<file path="src/rtl/uart_pkg.sv">
// Shared types and frame constants for the 16-bit UART receiver.
// UART16_RX_PARITY_EN selects the 11-bit even-parity frame.
package uart_pkg;

  typedef enum logic [2:0] {
    IDLE,
    START,
    DATA,
    PARITY,
    STOP
  } byte_state_e;

  typedef enum logic {
    WAIT_HI,
    WAIT_LO
  } asm_state_e;

  localparam int DATA_BITS = 8;
`ifdef UART16_RX_PARITY_EN
  localparam int FRAME_BITS = DATA_BITS + 3;
`else
  localparam int FRAME_BITS = DATA_BITS + 2;
`endif

endpackage

</file>
<file path="src/rtl/uart_rx_byte.sv">
// Byte receiver: line synchronizer, bit-timer and byte FSM (8N1, or 8E1 with
// UART16_RX_PARITY_EN). All bit samples are taken at mid-bit.
//
// state  | meaning
// IDLE   | waiting for a synchronized falling edge
// START  | timing to mid start bit, rejects false starts
// DATA   | shifting in 8 data bits, LSB first
// PARITY | checking even parity (parity build only)
// STOP   | checking the stop bit, delivering or rejecting the byte
module uart_rx_byte
  import uart_pkg::*;
#(
  parameter int CLKS_PER_BIT = 868
) (
  input  logic       clock,
  input  logic       reset,
  input  logic       serial_in,
  output logic [7:0] byte_data,
  output logic       byte_valid,
  output logic       byte_error,
  output logic       active
);

  localparam int TW = $clog2(CLKS_PER_BIT);
  localparam logic [TW-1:0] HALF_M1 = TW'(CLKS_PER_BIT / 2 - 1);
  localparam logic [TW-1:0] FULL_M1 = TW'(CLKS_PER_BIT - 1);
  localparam logic [2:0]    LAST_BIT = 3'(DATA_BITS - 1);

  logic          sync1_q, sync2_q, prev_q;
  byte_state_e   state_q, state_d;
  logic [TW-1:0] timer_q, timer_d;
  logic [7:0]    shift_q, shift_d;
  logic [2:0]    bit_q, bit_d;
  logic          line, fall;

  assign line = sync2_q;
  assign fall = prev_q & ~sync2_q;

  always_ff @(posedge clock or negedge reset) begin
    if (!reset) begin
      sync1_q <= 1'b1;
      sync2_q <= 1'b1;
      prev_q  <= 1'b1;
      state_q <= IDLE;
      timer_q <= '0;
      shift_q <= '0;
      bit_q   <= '0;
    end else begin
      sync1_q <= serial_in;
      sync2_q <= sync1_q;
      prev_q  <= sync2_q;
      state_q <= state_d;
      timer_q <= timer_d;
      shift_q <= shift_d;
      bit_q   <= bit_d;
    end
  end

  always_comb begin
    state_d    = state_q;
    timer_d    = timer_q + 1'b1;
    shift_d    = shift_q;
    bit_d      = bit_q;
    byte_valid = 1'b0;
    byte_error = 1'b0;
    case (state_q)
      IDLE: begin
        timer_d = '0;
        if (fall) state_d = START;
      end
      START: begin
        if (timer_q == HALF_M1) begin
          timer_d = '0;
          bit_d   = '0;
          state_d = line ? IDLE : DATA;
        end
      end
      DATA: begin
        if (timer_q == FULL_M1) begin
          timer_d = '0;
          shift_d = {line, shift_q[7:1]};
          bit_d   = bit_q + 1'b1;
          if (bit_q == LAST_BIT) begin
`ifdef UART16_RX_PARITY_EN
            state_d = PARITY;
`else
            state_d = STOP;
`endif
          end
        end
      end
`ifdef UART16_RX_PARITY_EN
      PARITY: begin
        if (timer_q == FULL_M1) begin
          timer_d = '0;
          if ((^shift_q) != line) begin
            byte_error = 1'b1;
            state_d    = IDLE;
          end else begin
            state_d = STOP;
          end
        end
      end
`endif
      STOP: begin
        // Leaving at mid stop bit leaves half a bit to catch the next start edge.
        if (timer_q == FULL_M1) begin
          byte_valid = line;
          byte_error = ~line;
          state_d    = IDLE;
        end
      end
      default: state_d = IDLE;
    endcase
  end

  assign byte_data = shift_q;
  assign active    = (state_q != IDLE);

endmodule

</file>
<file path="src/rtl/uart16_rx.sv">
// 16-bit UART receiver: pairs consecutive bytes (high first) into a word and
// flags framing/parity errors and inter-byte timeouts. Option: UART16_RX_PARITY_EN.
module uart16_rx
  import uart_pkg::*;
#(
  parameter int CLKS_PER_BIT = 868,
  parameter int TIMEOUT_BITS = 32
) (
  input  logic        clock,
  input  logic        reset,
  input  logic        serial_in,
  output logic [15:0] dataout,
  output logic        dataout_valid,
  output logic        frame_error,
  output logic        busy
);

  localparam int TO_LIMIT = TIMEOUT_BITS * CLKS_PER_BIT;
  localparam int TOW      = $clog2(TO_LIMIT + 1);
  localparam logic [TOW-1:0] TO_MAX = TOW'(TO_LIMIT);

  logic [7:0]     byte_data;
  logic           byte_valid, byte_error, byte_active;

  asm_state_e     asm_q, asm_d;
  logic [7:0]     hi_q, hi_d;
  logic [TOW-1:0] to_q, to_d;
  logic [15:0]    dout_q, dout_d;
  logic           valid_q, valid_d;
  logic           ferr_q, ferr_d;
  logic           busy_q, busy_d;

  uart_rx_byte #(
    .CLKS_PER_BIT(CLKS_PER_BIT)
  ) u_byte (
    .clock     (clock),
    .reset     (reset),
    .serial_in (serial_in),
    .byte_data (byte_data),
    .byte_valid(byte_valid),
    .byte_error(byte_error),
    .active    (byte_active)
  );

  always_ff @(posedge clock or negedge reset) begin
    if (!reset) begin
      asm_q   <= WAIT_HI;
      hi_q    <= '0;
      to_q    <= '0;
      dout_q  <= '0;
      valid_q <= 1'b0;
      ferr_q  <= 1'b0;
      busy_q  <= 1'b0;
    end else begin
      asm_q   <= asm_d;
      hi_q    <= hi_d;
      to_q    <= to_d;
      dout_q  <= dout_d;
      valid_q <= valid_d;
      ferr_q  <= ferr_d;
      busy_q  <= busy_d;
    end
  end

  always_comb begin
    asm_d   = asm_q;
    hi_d    = hi_q;
    to_d    = to_q;
    dout_d  = dout_q;
    valid_d = 1'b0;
    ferr_d  = 1'b0;
    if (byte_error) begin
      ferr_d = 1'b1;
      asm_d  = WAIT_HI;
      hi_d   = '0;
    end else if (byte_valid) begin
      // A good low byte takes priority over a timeout landing in the same cycle.
      if (asm_q == WAIT_HI) begin
        hi_d  = byte_data;
        to_d  = '0;
        asm_d = WAIT_LO;
      end else begin
        dout_d  = {hi_q, byte_data};
        valid_d = 1'b1;
        asm_d   = WAIT_HI;
      end
    end else if (asm_q == WAIT_LO) begin
      if (to_q == TO_MAX) begin
        ferr_d = 1'b1;
        asm_d  = WAIT_HI;
        hi_d   = '0;
      end else if (byte_active) begin
        // Only the idle gap between bytes counts toward the timeout.
        to_d = '0;
      end else begin
        to_d = to_q + 1'b1;
      end
    end
    busy_d = byte_active | (asm_d == WAIT_LO);
  end

  assign dataout       = dout_q;
  assign dataout_valid = valid_q;
  assign frame_error   = ferr_q;
  assign busy          = busy_q;

endmodule

</file>
<file path="config.mk">
export PLATFORM = sky130hd
export DESIGN_NAME = uart16_rx
export DESIGN_NICKNAME = d
export VERILOG_FILES = /design/src/rtl/uart_pkg.sv /design/src/rtl/uart_rx_byte.sv /design/src/rtl/uart16_rx.sv
export SDC_FILE = /design/constraint.sdc
export NUM_CORES = 1
export LEC_CHECK = 0
export CORE_MARGIN = 2
export CORE_UTILIZATION = 63
export CTS_CLUSTER_DIAMETER = 100
export CTS_CLUSTER_SIZE = 8
export DETAILED_ROUTE_END_ITERATION = 10
export MAX_ROUTING_LAYER = met4
export PLACE_DENSITY = 0.88
export SLEW_MARGIN = 30
export SYNTH_ARGS = -nofsm -noshare
export SYNTH_HDL_FRONTEND = slang
export SYNTH_SLANG_ARGS = --single-unit
</file>
<file path="constraint.sdc">
create_clock -name clock -period 5.9 [get_ports clock]
set_input_delay 1.18 -clock clock [delete_from_list [all_inputs] [get_ports clock]]
set_output_delay 1.18 -clock clock [all_outputs]
set_load 0.05 [all_outputs]
</file>
==> run metrics <==
synthesized area=3200 um^2; Total GRT Usage=25.1%; Final Skew=11.3 ps; prevailing post-synth register cell=dfrtp_1; Top delay family on crit path=buffers and inverters; CTS Buf Count=9; Final Cycle Share=a little under half; clk sink count=70; status=complete, no violations; CTS Buffer Depth=2; Row Count=25; vias per inst=about 6; antenna violations before repair=0; Hold Path Class=reg2reg; routed via count=2213; synthesized flop and latch total=70; slew margin rel.=roughly 42%; Ports=22; die width=around 75 um; postcts setup bufs=0; Die Span Y=around 75 um; Hold Startpoint=u_byte.sync1_q$_DFF_PN1_; Max VDD drop=0.000192 V; H-tree levels=3; vias in the first global route=2141; worst setup path startpoint=dataout[6]$_DFFE_PN0P_; first-pass GRT wire length=10200 um; CTS tree=built; most common cell after layout, fill and taps aside=dfrtp_1; Req. time, crit path=4720 ps; share of cells above drive strength 1=17.8%; Die ar.=5660 um^2; WP buf/inv=1; Pleak=1.69 nW; Routed WL=6030 um; final worst slack=3160 ps; yosys warns=0; PostCTS Resize Cnt=0; Area after DPL=3440 um^2; final hold viol count=0; Slowest cell on crit path=clkdlybuf4s50_1; ys async rst share=100%; Slew Viols, Final=0; GPL Wtd Cong=around 0.86; Starting Density=between 60% and 70%; Clock transition at path regs=80 ps; FMAX=366 MHz; pwr dens=292 nW/um^2; Startpoint Class=flip-flop; Power Total=roughly 0.0011 W; cells along the critical path=clkdlybuf4s50_1; post-route ant nets=0; Mapped Cells=275; setup TNS=0 ps; Cell variety after synth=51; Max Cap Violations=0; residual DRC count=0; GR Overflow Total=0; dpl hpwl=3820 um; nets=308; RSZ-0062 raised after global routing=no; worst r2r src=u_byte.state_q[2]$_DFFE_PN0P_; pre-CTS setup slack=between 3000 and 4000 ps; CP Class=reg2out; Final Critical Period=~2700 ps; CP Data Arrival Time=1560 ps; non-filler cells, final=371; CP Max Fanout=2; area grow syn2layout=15.3%; Core Area=4820 um^2; final setup vio count=0; wire per inst=16.3 um; number of DRC markers in iteration 0=between 150 and 200; # diodes=0; Root Driver=clkbuf_8; Slew @ Worst Pin=859 ps; Placed Instances=355; sequential fraction of the synthesis area=between 50 and 60%; 1st-pass router iterations=5; Synth Net Count=284; clock latency at the later pin of the worst-skew pair=350 ps; IO Port Bufs=21; pin count of the biggest net entering global routing=71; number of synthesized flops with an enable pin=0; post-route cell area=3680 um^2; crit-path max cell delay=about 840 ps; syn avg cell area=around 12 um^2; commonest non-fill, non-tap cells in the layout=dfrtp_1 (67), nor2_1 (22), nand2_1 (21), o21ai_0 (21), clkdlybuf4s50_1 (20); Critical Path Sink Type=output port; hold buffers post-CTS=0
registers in the layout, indices dropped and copies added (netlist names):
signal	cells
frame_error	1
asm_q	1
u_byte.timer_q	10
u_byte.byte_data	8
dataout	16
to_q	15
busy	1
u_byte.state_q	3
u_byte.line	1
u_byte.prev_q	1
dataout_valid	1
hi_q	8
u_byte.bit_q	3
u_byte.sync1_q	1
where the power goes:
part	switching [W]	internal, W	total [W]	leakage, nW
Combinational	0.0000449	0.0000303	0.0000752	0.613
Clock	0.000189	0.000283	0.000472	0.120
Sequential	0.0000273	0.000500	0.000527	0.954
Total	0.000262	0.000813	0.00107	1.69
Yosys cell counts, types with 2 or more instances:
cell type | count | share of area, %
dfrtp_1 | 67 | 52
nand3_1 | 8 | 1.3
and2_1 | 2 | 0.39
nand2_1 | 21 | 2.5
mux2_2 | 17 | 6.0
nor3_1 | 6 | 0.94
xnor2_1 | 3 | 0.82
a22o_1 | 9 | 2.5
buf_6 | 2 | 0.70
a21oi_1 | 4 | 0.63
inv_1 | 9 | 1.1
xor2_1 | 5 | 1.4
o21ai_0 | 21 | 3.3
ha_1 | 6 | 2.3
mux2_4 | 7 | 3.3
nand4_1 | 7 | 1.4
nor3b_1 | 2 | 0.47
o31ai_1 | 4 | 0.94
a41oi_1 | 2 | 0.55
buf_2 | 3 | 0.47
a41o_1 | 2 | 0.63
and4_1 | 2 | 0.55
dfstp_2 | 3 | 2.5
clkbuf_1 | 4 | 0.47
a211oi_1 | 2 | 0.47
nor2_1 | 22 | 2.6
and4b_1 | 2 | 0.63
nand4b_1 | 3 | 0.82
and3_1 | 4 | 0.78
a31oi_1 | 4 | 0.78
a21o_1 | 2 | 0.47
final timing paths:
path                                               end  slack [ps]  cells after the start
worst max-delay path                        dataout[6]        3160                      1
worst min-delay path             u_byte.line$_DFF_PN1_         360                      0
worst max register to register  dataout[7]$_DFFE_PN0P_        3500                      4
worst min register to register   u_byte.line$_DFF_PN1_         360                      0
max in group asynchronous         to_q[14]$_DFFE_PN0P_        4360                      2
min in group asynchronous       dataout[1]$_DFFE_PN0P_        1000                      2
layout make-up:
cell class,count,area (um^2)
flip-flops and latches,70,1760
inverters,9,33.8
clock inverters,7,120
clock buffers,9,124
multi-input cells,187,1350
fillers,321,1130
well taps,67,83.8
repair buffers,22,213
through the flow:
step	hold slack, ps	util (%)
6_report	357	76.5
5_1_grt	359	76.5
4_1_cts	358	76.5
3_5_place_dp	347	71.4
3_3_place_gp	347	71.4
2_1_floorplan	345	-
routing by layer:
layer | routed length, um | GRT usage, % | up-vias
met4 | 59 | 11.3 | 0
met1 | 2840 | 33.3 | 1107
met3 | 256 | 5.62 | 6
met5 | 0 | - | -
met2 | 2880 | 37.2 | 51
li1 | - | - | 1049
logic make-up (layout without fill, tap and decap cells):
kind of cell    Yosys count  in the layout  synth area share [%]
simple gates             93             93                  16.7
flops                    70             70                  54.9
fa+ha+maj                 6              6                  2.35
buf+inv                  18             47                  2.70
compound gates           56             56                  11.8
xor+xnor                  8              8                  2.19
mux                      24             24                  9.28
Note: power is estimated with default switching activity, not from simulation.
